[config.mk]
export PLATFORM = sky130hd
export DESIGN_NAME = load_tile_packer
export DESIGN_NICKNAME = d
export VERILOG_FILES = /design/src/rtl/load_tile_packer.sv
export SDC_FILE = /design/constraint.sdc
export NUM_CORES = 1
export LEC_CHECK = 0
export ABC_AREA = 1
export ABC_CLOCK_PERIOD_IN_PS = 16860
export BUFFER_PORTS_ARGS = -buffer_cell sky130_fd_sc_hd__buf_2
export CORE_ASPECT_RATIO = 1.25
export CORE_UTILIZATION = 30
export CTS_CLUSTER_DIAMETER = 80
export DETAILED_ROUTE_END_ITERATION = 16
export GPL_ROUTABILITY_DRIVEN = 0
export PLACE_DENSITY = 0.57
export SLEW_MARGIN = 5
export SYNTH_ARGS = -nofsm -noshare
export SYNTH_HDL_FRONTEND = slang
export SYNTH_SLANG_ARGS = --single-unit
[constraint.sdc]
create_clock -name clk -period 16.86 [get_ports clk]
set_input_delay 0.843 -clock clk [delete_from_list [all_inputs] [get_ports clk]]
set_output_delay 0.843 -clock clk [all_outputs]
set_load 0.05 [all_outputs]
[src/rtl/load_tile_packer.sv]
// load_tile_packer
//
// Feeds the tile buffer file. Each load command consumes up to CAPACITY input
// elements, packs them little-endian into TILE_WIDTH-bit tiles (element k of
// a tile lands in byte lane k), and always issues exactly TILE_COUNT tile
// writes. The last partial tile and any unused tiles are written as zero, so
// the buffer file's per-buffer tile index wraps back to 0 after every load.
//
// Handshake: an input element transfers on a rising clk edge where in_valid
// and in_ready are both high. in_ready never depends on in_valid. in_data
// must be stable while in_valid is high. in_valid is ignored outside PACK.
//
// Ports:
//   clk          rising-edge clock
//   reset        asynchronous, active-high reset
//   start        load command strobe, sampled only in IDLE
//   dest_buffer  target buffer, latched on start
//   length       element count to consume, latched on start (clamped to CAPACITY)
//   in_valid     input element valid
//   in_data      input element
//   in_ready     block accepts in_data this cycle
//   write_enable one-cycle tile write strobe
//   write_data   packed tile (holds its value between writes)
//   write_buffer latched dest_buffer
//   busy         high whenever the FSM is not in IDLE
//   done         one-cycle pulse when a load completes
//   state_dbg    current FSM state (IDLE=0, PACK=1, PAD=2, FINISH=3)
module load_tile_packer #(
  parameter int BUFFER_WIDTH = 1024,
  parameter int BUFFER_COUNT = 2,
  parameter int TILE_WIDTH   = 256,
  parameter int DATA_WIDTH   = 8,
  parameter int LEN_WIDTH    = 20,
  localparam int BUF_W = (BUFFER_COUNT > 1) ? $clog2(BUFFER_COUNT) : 1
) (
  input  logic                  clk,
  input  logic                  reset,
  input  logic                  start,
  input  logic [BUF_W-1:0]      dest_buffer,
  input  logic [LEN_WIDTH-1:0]  length,
  input  logic                  in_valid,
  input  logic [DATA_WIDTH-1:0] in_data,
  output logic                  in_ready,
  output logic                  write_enable,
  output logic [TILE_WIDTH-1:0] write_data,
  output logic [BUF_W-1:0]      write_buffer,
  output logic                  busy,
  output logic                  done,
  output logic [1:0]            state_dbg
);

  localparam int TILE_BYTES = TILE_WIDTH / DATA_WIDTH;
  localparam int TILE_COUNT = BUFFER_WIDTH / TILE_WIDTH;
  localparam int CAPACITY   = TILE_COUNT * TILE_BYTES;
  localparam int LANE_W     = (TILE_BYTES > 1) ? $clog2(TILE_BYTES) : 1;
  localparam int CNT_W      = $clog2(CAPACITY + 1);
  localparam int TW_W       = $clog2(TILE_COUNT + 1);

  typedef enum logic [1:0] {
    IDLE   = 2'd0,
    PACK   = 2'd1,
    PAD    = 2'd2,
    FINISH = 2'd3
  } state_t;

  state_t                state;
  logic [BUF_W-1:0]      buf_q;
  logic [CNT_W-1:0]      eff_len;
  logic [CNT_W-1:0]      accept_cnt;
  logic [LANE_W-1:0]     lane;
  logic [TW_W-1:0]       tiles_written;
  logic [TILE_WIDTH-1:0] acc;

  logic [CNT_W-1:0]      len_clamped;
  logic [CNT_W-1:0]      accept_cnt_inc;
  logic [TW_W-1:0]       tiles_written_inc;
  logic [TILE_WIDTH-1:0] acc_merged;
  logic                  accept;
  logic                  tile_full;
  logic                  last_elem;

  // Lengths beyond one buffer are truncated; the excess is never consumed.
  assign len_clamped = (length > LEN_WIDTH'(CAPACITY)) ? CNT_W'(CAPACITY)
                                                       : length[CNT_W-1:0];

  assign in_ready          = (state == PACK) && (accept_cnt < eff_len);
  assign accept            = in_valid && in_ready;
  assign accept_cnt_inc    = accept_cnt + CNT_W'(1);
  assign tiles_written_inc = tiles_written + TW_W'(1);
  assign tile_full         = (lane == LANE_W'(TILE_BYTES - 1));
  assign last_elem         = (accept_cnt_inc == eff_len);

  // Accumulator with the incoming element dropped into its byte lane. Lanes
  // above the current one are still zero because acc clears per tile.
  always_comb begin
    acc_merged = acc;
    acc_merged[int'(lane) * DATA_WIDTH +: DATA_WIDTH] = in_data;
  end

  assign write_buffer = buf_q;
  assign busy         = (state != IDLE);
  assign state_dbg    = state;

  always_ff @(posedge clk or posedge reset) begin
    if (reset) begin
      state         <= IDLE;
      buf_q         <= '0;
      eff_len       <= '0;
      accept_cnt    <= '0;
      lane          <= '0;
      tiles_written <= '0;
      acc           <= '0;
      write_enable  <= 1'b0;
      write_data    <= '0;
      done          <= 1'b0;
    end else begin
      write_enable <= 1'b0;
      done         <= 1'b0;
      case (state)
        IDLE: begin
          if (start) begin
            buf_q         <= dest_buffer;
            eff_len       <= len_clamped;
            accept_cnt    <= '0;
            lane          <= '0;
            tiles_written <= '0;
            acc           <= '0;
            state         <= (len_clamped != '0) ? PACK : PAD;
          end
        end
        PACK: begin
          if (accept) begin
            accept_cnt <= accept_cnt_inc;
            if (tile_full || last_elem) begin
              // write_data is a separate register, so the next element can
              // be accepted into the cleared accumulator in the same cycle
              // the tile write is presented.
              write_enable  <= 1'b1;
              write_data    <= acc_merged;
              acc           <= '0;
              lane          <= '0;
              tiles_written <= tiles_written_inc;
              if (last_elem) begin
                state <= (tiles_written_inc < TW_W'(TILE_COUNT)) ? PAD : FINISH;
              end
            end else begin
              acc  <= acc_merged;
              lane <= lane + 1'b1;
            end
          end
        end
        PAD: begin
          write_enable  <= 1'b1;
          write_data    <= '0;
          tiles_written <= tiles_written_inc;
          if (tiles_written_inc == TW_W'(TILE_COUNT)) begin
            state <= FINISH;
          end
        end
        FINISH: begin
          // done is registered, so it appears the cycle after the final
          // tile write, while the FSM is already back in IDLE.
          done  <= 1'b1;
          state <= IDLE;
        end
        default: state <= IDLE;
      endcase
    end
  end

endmodule

---- Yosys cells after proc, flatten, opt, wreduce, memory -nomap -nowiden ----
Cells that the tools add are included.
cells by class
  add/subtract/negate cells ............... 4
  $lt $le $gt $ge ......................... 3
  eq/ne operators ......................... 11
  shift operators ......................... 2
  mux-type cells .......................... 32
  reduce and logical (&&, ||, !) cells .... 14
operator list
  kind                                                    count
  two-way mux 256 bit                                     5
  case mux 256 bit (2 select lines)                       2
  bitwise mux 256 bit                                     1
  variable shift 8 x 33 -> 256 bit, first input constant  1
  variable part select 8 x 33 -> 256 bit                  1
  negator 8 -> 33 bit                                     1
  two-way mux 8 bit                                       3
  > comparator 20 x 8 -> 1 bit, second input constant     1
  case mux 8 bit (2 select lines)                         1
  two-way mux 5 bit                                       3
  two-way mux 2 bit                                       6
  case mux 5 bit (2 select lines)                         1
  two-way mux 3 bit                                       3
  case mux 3 bit (3 select lines)                         1
  adder 8 x 1 -> 8 bit, second input constant             1
  == test 8 bit                                           1
  less-than comparator 8 bit                              1
  inequality test 2 bit, second input constant            4
  case mux 2 bit (4 select lines)                         1
  nonzero test 8 bit                                      1
  AND reduction 3 bit                                     2
  nonzero test 2 bit                                      3
  adder 5 x 1 -> 5 bit, second input constant             1
  == test 5 bit, second input constant                    1
  other kinds (15)                                        20
storage, ports and cells
  register bits after elaboration ......... 541
  input port bits ......................... 33
  output and inout bits ................... 263
  logic and storage cells ................. 76

---- Depth between registers and ports, before layout ----
Gate-level depths: netlist of the first run.
  word-level depth ........................ 7
  gate-level depth with buffers ........... 18

---- Worst setup path before layout of the first run ----
Ideal clock, no wire load.
  kind .................................... register to register
  start ................................... reg lane[0]
  end ..................................... reg write_data[1]
  setup time .............................. 66 ps
  data arrival time ....................... 2967 ps
  required time ........................... 16794 ps
  path slack .............................. 13826 ps
  cell stages (with the launch flop) ...... 17
  path buffers ............................ 4
  path through ............................ dfrtp_1 -> buf_6 -> inv_4 -> clkbuf_1 -> ha_1 -> nand2_1 -> inv_1 -> ha_1 -> clkbuf_1 -> inv_1 -> buf_2 -> nand3_1 -> nor4_2 -> nand2_1 -> a21oi_1 -> nand4_1 -> nand2_1
on the way
  longest elaborated chain between the ends .. 6
  elaborated cells on any way between the ends .. 11
RTL lines
  what                                                                                               RTL line  text
  from (decl)                                                                                        70        logic [LANE_W-1:0] lane;
  from (signal assigned)                                                                             148       lane <= lane + 1'b1;
  negator 8 -> 33 bit                                                                                97        acc_merged[int'(lane) * DATA_WIDTH +: DATA_WIDTH] = in_data;
  variable part select 8 x 33 -> 256 bit / variable shift 8 x 33 -> 256 bit (equally long branches)  97
  bitwise mux 256 bit                                                                                97
  two-way mux 256 bit                                                                                134       if (tile_full || last_elem) begin
  two-way mux 256 bit                                                                                132       if (accept) begin
  case mux 256 bit (2 select lines)                                                                  119       case (state)
  to (signal assigned)                                                                               139       write_data <= acc_merged;
  to (decl)                                                                                          45        output logic [TILE_WIDTH-1:0] write_data,
Parallel ways exist; a longest one is shown, timed or not. The select of a mux whose other input is x is not followed.
A chain may end at the register's enable or synchronous reset.

---- Worst setup path in the final report of the first run ----
  start ................................... reg state[1], in the netlist state_dbg[1]
  end ..................................... reg acc[63]
on the way
  longest elaborated chain between the ends .. 5
  elaborated cells on any way between the ends .. 9
RTL lines
  what                                    RTL line  text
  from (decl)                             66        state_t state;
  from (signal assigned)                  128       state <= (len_clamped != '0) ? PACK : PAD;
  from (signal assigned)                  144       state <= (tiles_written_inc < TW_W'(TILE_COUNT)) ? PAD : FINISH;
  == test 2 x 1 -> 1 bit                  86, 119
  logical AND 1 bit                       86        assign in_ready = (state == PACK) && (accept_cnt < eff_len);
  logical AND 1 bit                       87        assign accept = in_valid && in_ready;
  inequality test 2 bit (no source line)  --
  AND reduction 3 bit (no source line)    --
  to (signal assigned)                    147       acc <= acc_merged;
  to (decl)                               72        logic [TILE_WIDTH-1:0] acc;
Parallel ways exist; a longest one is shown, timed or not.

==> metrics.yaml, run 1 <==
yosysTopAreaCellShare: 0.4968
final_hold_viol_count: 0
totalWireLength_mm: 93.71
p_clk_frac: 0.346
slew_headroom: 0.2829
viasPerCell: 4.776
yosysMostFrequentCell: "nand2_1"
internal_power_uw: 2345
area_growth_pct: 15.66
cpMaxStageDelayCell: "nand4_1"
status: "finished, final reports clean"
avgSynthCellArea_sq_um: 7.365
grt_overflow: 0
drv_cap: 0
netlist_top_cells_area: "dfrtp_1, nand2_1, nand3_1, o21ai_0, inv_1"
start_util: 0.3027
cts_root_buf: "clkbuf_16"
worstSkewPairLatency_ns: 0.64
grt_use_total: 0.2014
cp_top_family: "buffers and inverters"
io-pin-count: 296
hold_slack_ns: 0.3385
required_ns: 17.40
post-route-period-util: 0.3201
hold_path.class: "primary input to asynchronous set/reset pin"
path_buf_inv: 5
cts_resized: 0
critical_path_arrival_ns: 5.94
period_minus_slack_ns: 5.396
num-fill-cells: 9580
post-route-util: 0.3501
synth_seq_cells: 541
vias: 24217
die_x_um: 271.6
synth_area_leader_cell: "dfrtp_1"
ant_nets: 0
async_reset_ff_frac: 1.000
drive_gt1_frac: 0.1215
numPortBuffers: 295
syn_area_sq_mm: 0.02725
power.density_mw_per_mm2: 129.6
skew_ns: 0.01790
yosysUniqueCellTypes: 39
worstSetupPathType: "flip-flop to flip-flop"
grt_pass1_vias: 23370
ys.flop_type: "dfrtp_1"
core_area_sq_mm: 0.09003
ys_seq_area_frac: 0.4968
seq_power_share: 0.332
cts.path.max_buffers: 3
syn_inst: 3700
grt_max_degree: 220
setup_viol: 0
critPathMaxStageDelay_ns: 0.80
tns_ns: 0
finalNetCount: 3891
crit_chain: "inv_1 > ha_1 > clkinv_1 > o21ai_0 > nand2_4 > inv_2 > nand4_1 > buf_4 > buf_4 > o21ai_0"
p_comb_frac: 0.321
antenna_cells: 0
swShare: 0.4256
hold_buffers: 0
cts_buffers: 59
syn_nets: 3754
peakVddDrop_mv: 0.1587
drc: 0
power.net_switching_uw: 1738
cp_max_fo: 79
end_kind: "flip-flop"
drv_slew: 0
rsz0062_at_grt: "false"
yosysWarningCount: 0
cts_sinks: 541
multi_input_area_sq_mm: 0.01141
leakage_uw: 0.01724
wl_per_cell_um: 18.48
htree_num_levels: 2
critPathLaunchType: "flip-flop"
dp.final_hpwl_mm: 62.53
die_h_um: 339.0
ys_top_cells_by_count: "nand2_1, dfrtp_1, nand3_1, inv_1, o21ai_0"
worst_pin_slew_ns: 1.070
cts_setup_buffers: 0
synth_edf_count: 0
clk_pin_slew_ns: 0.07
antenna_found_initial: 1
dr.pass1.iters: 5
fp.dieArea_sq_mm: 0.09205
drt_iter0_drc: 1922
clock.fmax_mhz: 185.3
cts_tree: "yes"
seqCellArea_sq_mm: 0.01354
grt_pass1_wl_mm: 144.0
rows: 123
## power by group through the flow
stage          logic [uW]  clock network, uW  registers, uW
2_1_floorplan         911                  0           1450
3_3_place_gp         1330                  0           1380
3_5_place_dp         1330                  0           1380
4_1_cts              1330               1450           1360
5_1_grt              1430               1500           1360
6_report             1310               1410           1360
## cell usage in the layout (no fill, tap or decap), types with 3 or more instances in the layout
cell,count
ha_1,19
buf_2,295
dfrtp_1,541
nand3_2,10
buf_12,3
nand3_1,367
nand4_1,99
bufinv_16,8
clkbuf_1,7
xor2_1,3
clkinvlp_4,4
inv_2,8
clkbuf_16,61
nor2_2,9
clkinv_2,11
nor3_1,9
nor3_2,6
clkbuf_8,15
o21ai_0,314
nor2_1,289
o21ai_1,66
a21oi_1,13
nor3_4,3
nor4_1,6
buf_4,20
nand2_1,1337
nand2_2,3
inv_1,328
o31ai_1,5
nand2_4,3
## registers in the layout (all words and copies together) (netlist names), 2 cells and up
signal	cells
acc	256
write_data	256
accept_cnt	8
eff_len	8
lane	5
tiles_written	3
state_dbg	2
## final cells by class
type                       instances  area share
clock buffer                      83     0.05582
clock inverter                    25     0.01088
inverter                         341     0.04101
multi-input combinational       2576      0.3621
sequential                       541      0.4295
tap                             1187     0.04712
timing repair buffer             318     0.05351
## metrics by stage
stage / instance area, sq um / power, uW / instances / setup slack, ns
CTS: 31520 / 4137 / 5071 / 11.44
finish: 31520 / 4083 / 5071 / 11.46
floorplan: 27250 / 2358 / 3700 / 0.8949
detailed placement: 29420 / 2705 / 4963 / 11.46
global route: 31520 / 4284 / 5071 / 10.96
global placement: 29420 / 2705 / 4963 / 11.52
## final timing paths
kind / from / cells past startpoint / slack [ns] / endpoint
min reg2reg: write_data[226] / 2 / 0.46 / write_data[226]
min in group clk: dest_buffer / 3 / 0.40 / write_buffer
max: state_dbg[1] / 10 / 11.46 / acc[63]
max in group asynchronous: reset / 4 / 14.22 / acc[124]
max reg2reg: state_dbg[1] / 10 / 11.46 / acc[63]
min: reset / 2 / 0.34 / write_data[22]
## kinds of logic after synthesis
group / count (synthesis) / share of synthesized area
xor+xnor: 4 / 0.001286
flops: 541 / 0.4968
fa+ha+maj: 21 / 0.009642
simple gates: 2148 / 0.3297
compound gates: 403 / 0.07475
buf+inv: 583 / 0.08783
## layer usage
metal	track usage	up-vias	part of all wire
met2	0.3335	631	0.48
met5	0	-	0
li1	-	11987	-
met3	0.03230	159	0.055
met1	0.2597	11440	0.42
met4	0.08368	0	0.043
Note: power is estimated with default switching activity, not from simulation.
==> run 2: changes to the inputs <==
--- a/config.mk
+++ b/config.mk
@@ -6,14 +6,14 @@
 export NUM_CORES = 1
 export LEC_CHECK = 0
 export ABC_AREA = 1
-export ABC_CLOCK_PERIOD_IN_PS = 16860
+export ABC_CLOCK_PERIOD_IN_PS = 5600
 export BUFFER_PORTS_ARGS = -buffer_cell sky130_fd_sc_hd__buf_2
 export CORE_ASPECT_RATIO = 1.25
 export CORE_UTILIZATION = 30
 export CTS_CLUSTER_DIAMETER = 80
 export DETAILED_ROUTE_END_ITERATION = 16
 export GPL_ROUTABILITY_DRIVEN = 0
-export PLACE_DENSITY = 0.57
+export PLACE_DENSITY = 0.55
 export SLEW_MARGIN = 5
 export SYNTH_ARGS = -nofsm -noshare
 export SYNTH_HDL_FRONTEND = slang
==> constraint.sdc (replaced) <==
create_clock -name clk -period 5.6 [get_ports clk]
set_input_delay 0.28 -clock clk [delete_from_list [all_inputs] [get_ports clk]]
set_output_delay 0.28 -clock clk [all_outputs]
set_load 0.05 [all_outputs]
==> run 2 against run 1 <==
  * Clock power rose to 2.9 times the previous value
  * Power grew to 3.0 times the previous value
  * Cell count is 0.45% higher
  * First-iteration DRC count up 3.4%
  * Non-clock buffer count is 23 higher
  * Critical path type unchanged
==> metrics.yaml, run 2 (synthesis results as in run 1) <==
fp.dieArea_sq_mm: 0.09205  # unchanged
cts_root_buf: "clkbuf_16"
start_util: 0.3027  # unchanged
largestRegisters: "acc x256, write_data x256"
drive_gt1_frac: 0.1242  # +0.002644
antenna_found_initial: 2  # +1
area_growth_pct: 16.29
hold_slack_ns: 0.04041  # -0.2981 ns
totalWireLength_mm: 95.04  # +1.4%
cts_tree: "yes"
skew_ns: 0.01700  # -0.0009070 ns
viasPerCell: 4.816  # +0.86%
io-pin-count: 296  # unchanged
numPortBuffers: 295  # unchanged
num-fill-cells: 9575  # -0.052%
rows: 123  # unchanged
grt_overflow: 0  # unchanged
leakage_uw: 0.01732  # +0.49%
drv_cap: 0  # unchanged
drc: 0  # unchanged
vias: 24535  # +1.3%
peakVddDrop_mv: 0.3514  # +120%
slew_headroom: 0.2816  # -0.001348
drv_slew: 0  # unchanged
power.density_mw_per_mm2: 390.1  # +200%
cts_sinks: 541  # unchanged
die_x_um: 271.6  # unchanged
cpMaxStageDelayCell: "nor3_4"
dp.final_hpwl_mm: 63.67  # +1.8%
grt_pass1_wl_mm: 145.9  # +1.3%
crit_top_cell: "nand2_1"
final_hold_viol_count: 0  # unchanged
cp_max_fo: 20  # -75%
final_common_cell: "nand2_1"
end_kind: "flip-flop"
clk_pin_slew_ns: 0.06  # about the same
drt_iter0_drc: 1988  # +3.4%
seqCellArea_sq_mm: 0.01354  # unchanged
ant_nets: 0  # unchanged
worst_pin_slew_ns: 1.078  # +0.007851 ns
fin_ws_ns: 1.477  # -9.987 ns
critPathLaunchType: "flip-flop"
cts_setup_buffers: 0  # unchanged
crit_chain: "inv_4 > ha_1 > nand2_1 > inv_1 > ha_2 > nor3_4 > nand3_2 > o21ai_1 > nor2_1 > nand3_1 > nand2_1"
period_minus_slack_ns: 4.123  # -1.273 ns
clock.fmax_mhz: 242.5  # +31%
multi_input_area_sq_mm: 0.01142  # about the same
htree_num_levels: 2  # unchanged
wl_per_cell_um: 18.66  # +0.96%
status: "finished, final reports clean"
required_ns: 6.11  # -11.29 ns
finalNetCount: 3913  # +0.57%
mostFrequentLayoutCells: "nand2_1, dfrtp_1, nand3_1"
die_h_um: 339.0  # unchanged
worstSetupPathType: "flip-flop to flip-flop"
grt_use_total: 0.2039  # +0.002504
hold_path.class: "primary input to flip-flop"
worstSkewPairLatency_ns: 0.64  # about the same
post-route-util: 0.3520  # +0.001918
setup_viol: 0  # unchanged
critPathMaxStageDelay_ns: 0.81  # about the same
dr.pass1.iters: 8  # +3
critical_path_arrival_ns: 4.63  # -1.31 ns
grt_pass1_vias: 23573  # +0.87%
place_ws_ns: 1.544  # -9.914 ns
tns_ns: 0  # unchanged
rsz0062_at_grt: "false"
cts.path.max_buffers: 3  # unchanged
cts_buffers: 58  # -1.7%
core_area_sq_mm: 0.09003  # unchanged
post-route-period-util: 0.7363  # +0.4162
grt_max_degree: 152  # -31%
[run 2: where the power goes]
group	internal [uW]	total, uW	switching (uW)
Sequential	4010	4090	84.0
Clock	2410	4140	1730
Combinational	570	4140	3570
Total	6990	12400	5380
[run 2: what timing repair did]
item | CTS | global route
hold endpoints to repair | 27 | 0
hold buffers | 10 | 0
gates resized for setup | 0 | 0
[run 2: through the flow]
| stage | instances | instance area [sq um] | power (uW) |
|---|---|---|---|
| 3_5_place_dp | 4976 | 29540 | 8327 |
| 4_1_cts | 5093 | 31690 | 12530 |
| 5_1_grt | 5094 | 31690 | 12940 |
| 6_report | 5094 | 31690 | 12360 |
| 3_3_place_gp | 4976 | 29540 | 8322 |
| 2_1_floorplan | 3700 | 27250 | 7100 |
[run 2: cell type report]
type,instances,share of cell area
flip-flops and latches,541,0.4272
well taps,1187,0.04686
clock buffers,81,0.05389
multi-input cells,2576,0.3604
clock inverters,26,0.01070
diodes,1,0.00007896
inverters,341,0.04067
repair buffers,341,0.06025
[run 2: worst paths after layout]
kind,startpoint,to,slack (ns),cells past startpoint
hold / removal,length[10],eff_len[7],0.04,5
setup reg to reg,lane[0],write_data[239],1.48,11
hold reg to reg,write_data[227],write_data[227],0.46,2
setup / recovery,lane[0],write_data[239],1.48,11
max in group asynchronous,reset,write_data[130],3.69,5
min in group asynchronous,reset,acc[18],0.29,3
[run 2: worst max-delay path, delay by kind of cell, from the launching register on]
family                     cells  cell delay, ns
and+or+nand+nor                6            1.88
DFF                            1            0.74
adders and majority gates      2            0.73
AOI/OAI and AO/OA              1            0.34
buffers and inverters          2            0.29
[run 2: metal layers]
metal  track usage  wire, um
met1        0.2649     40450
met2        0.3472     46940
met3       0.03124      4882
met4       0.06145      2757
met5             0        13
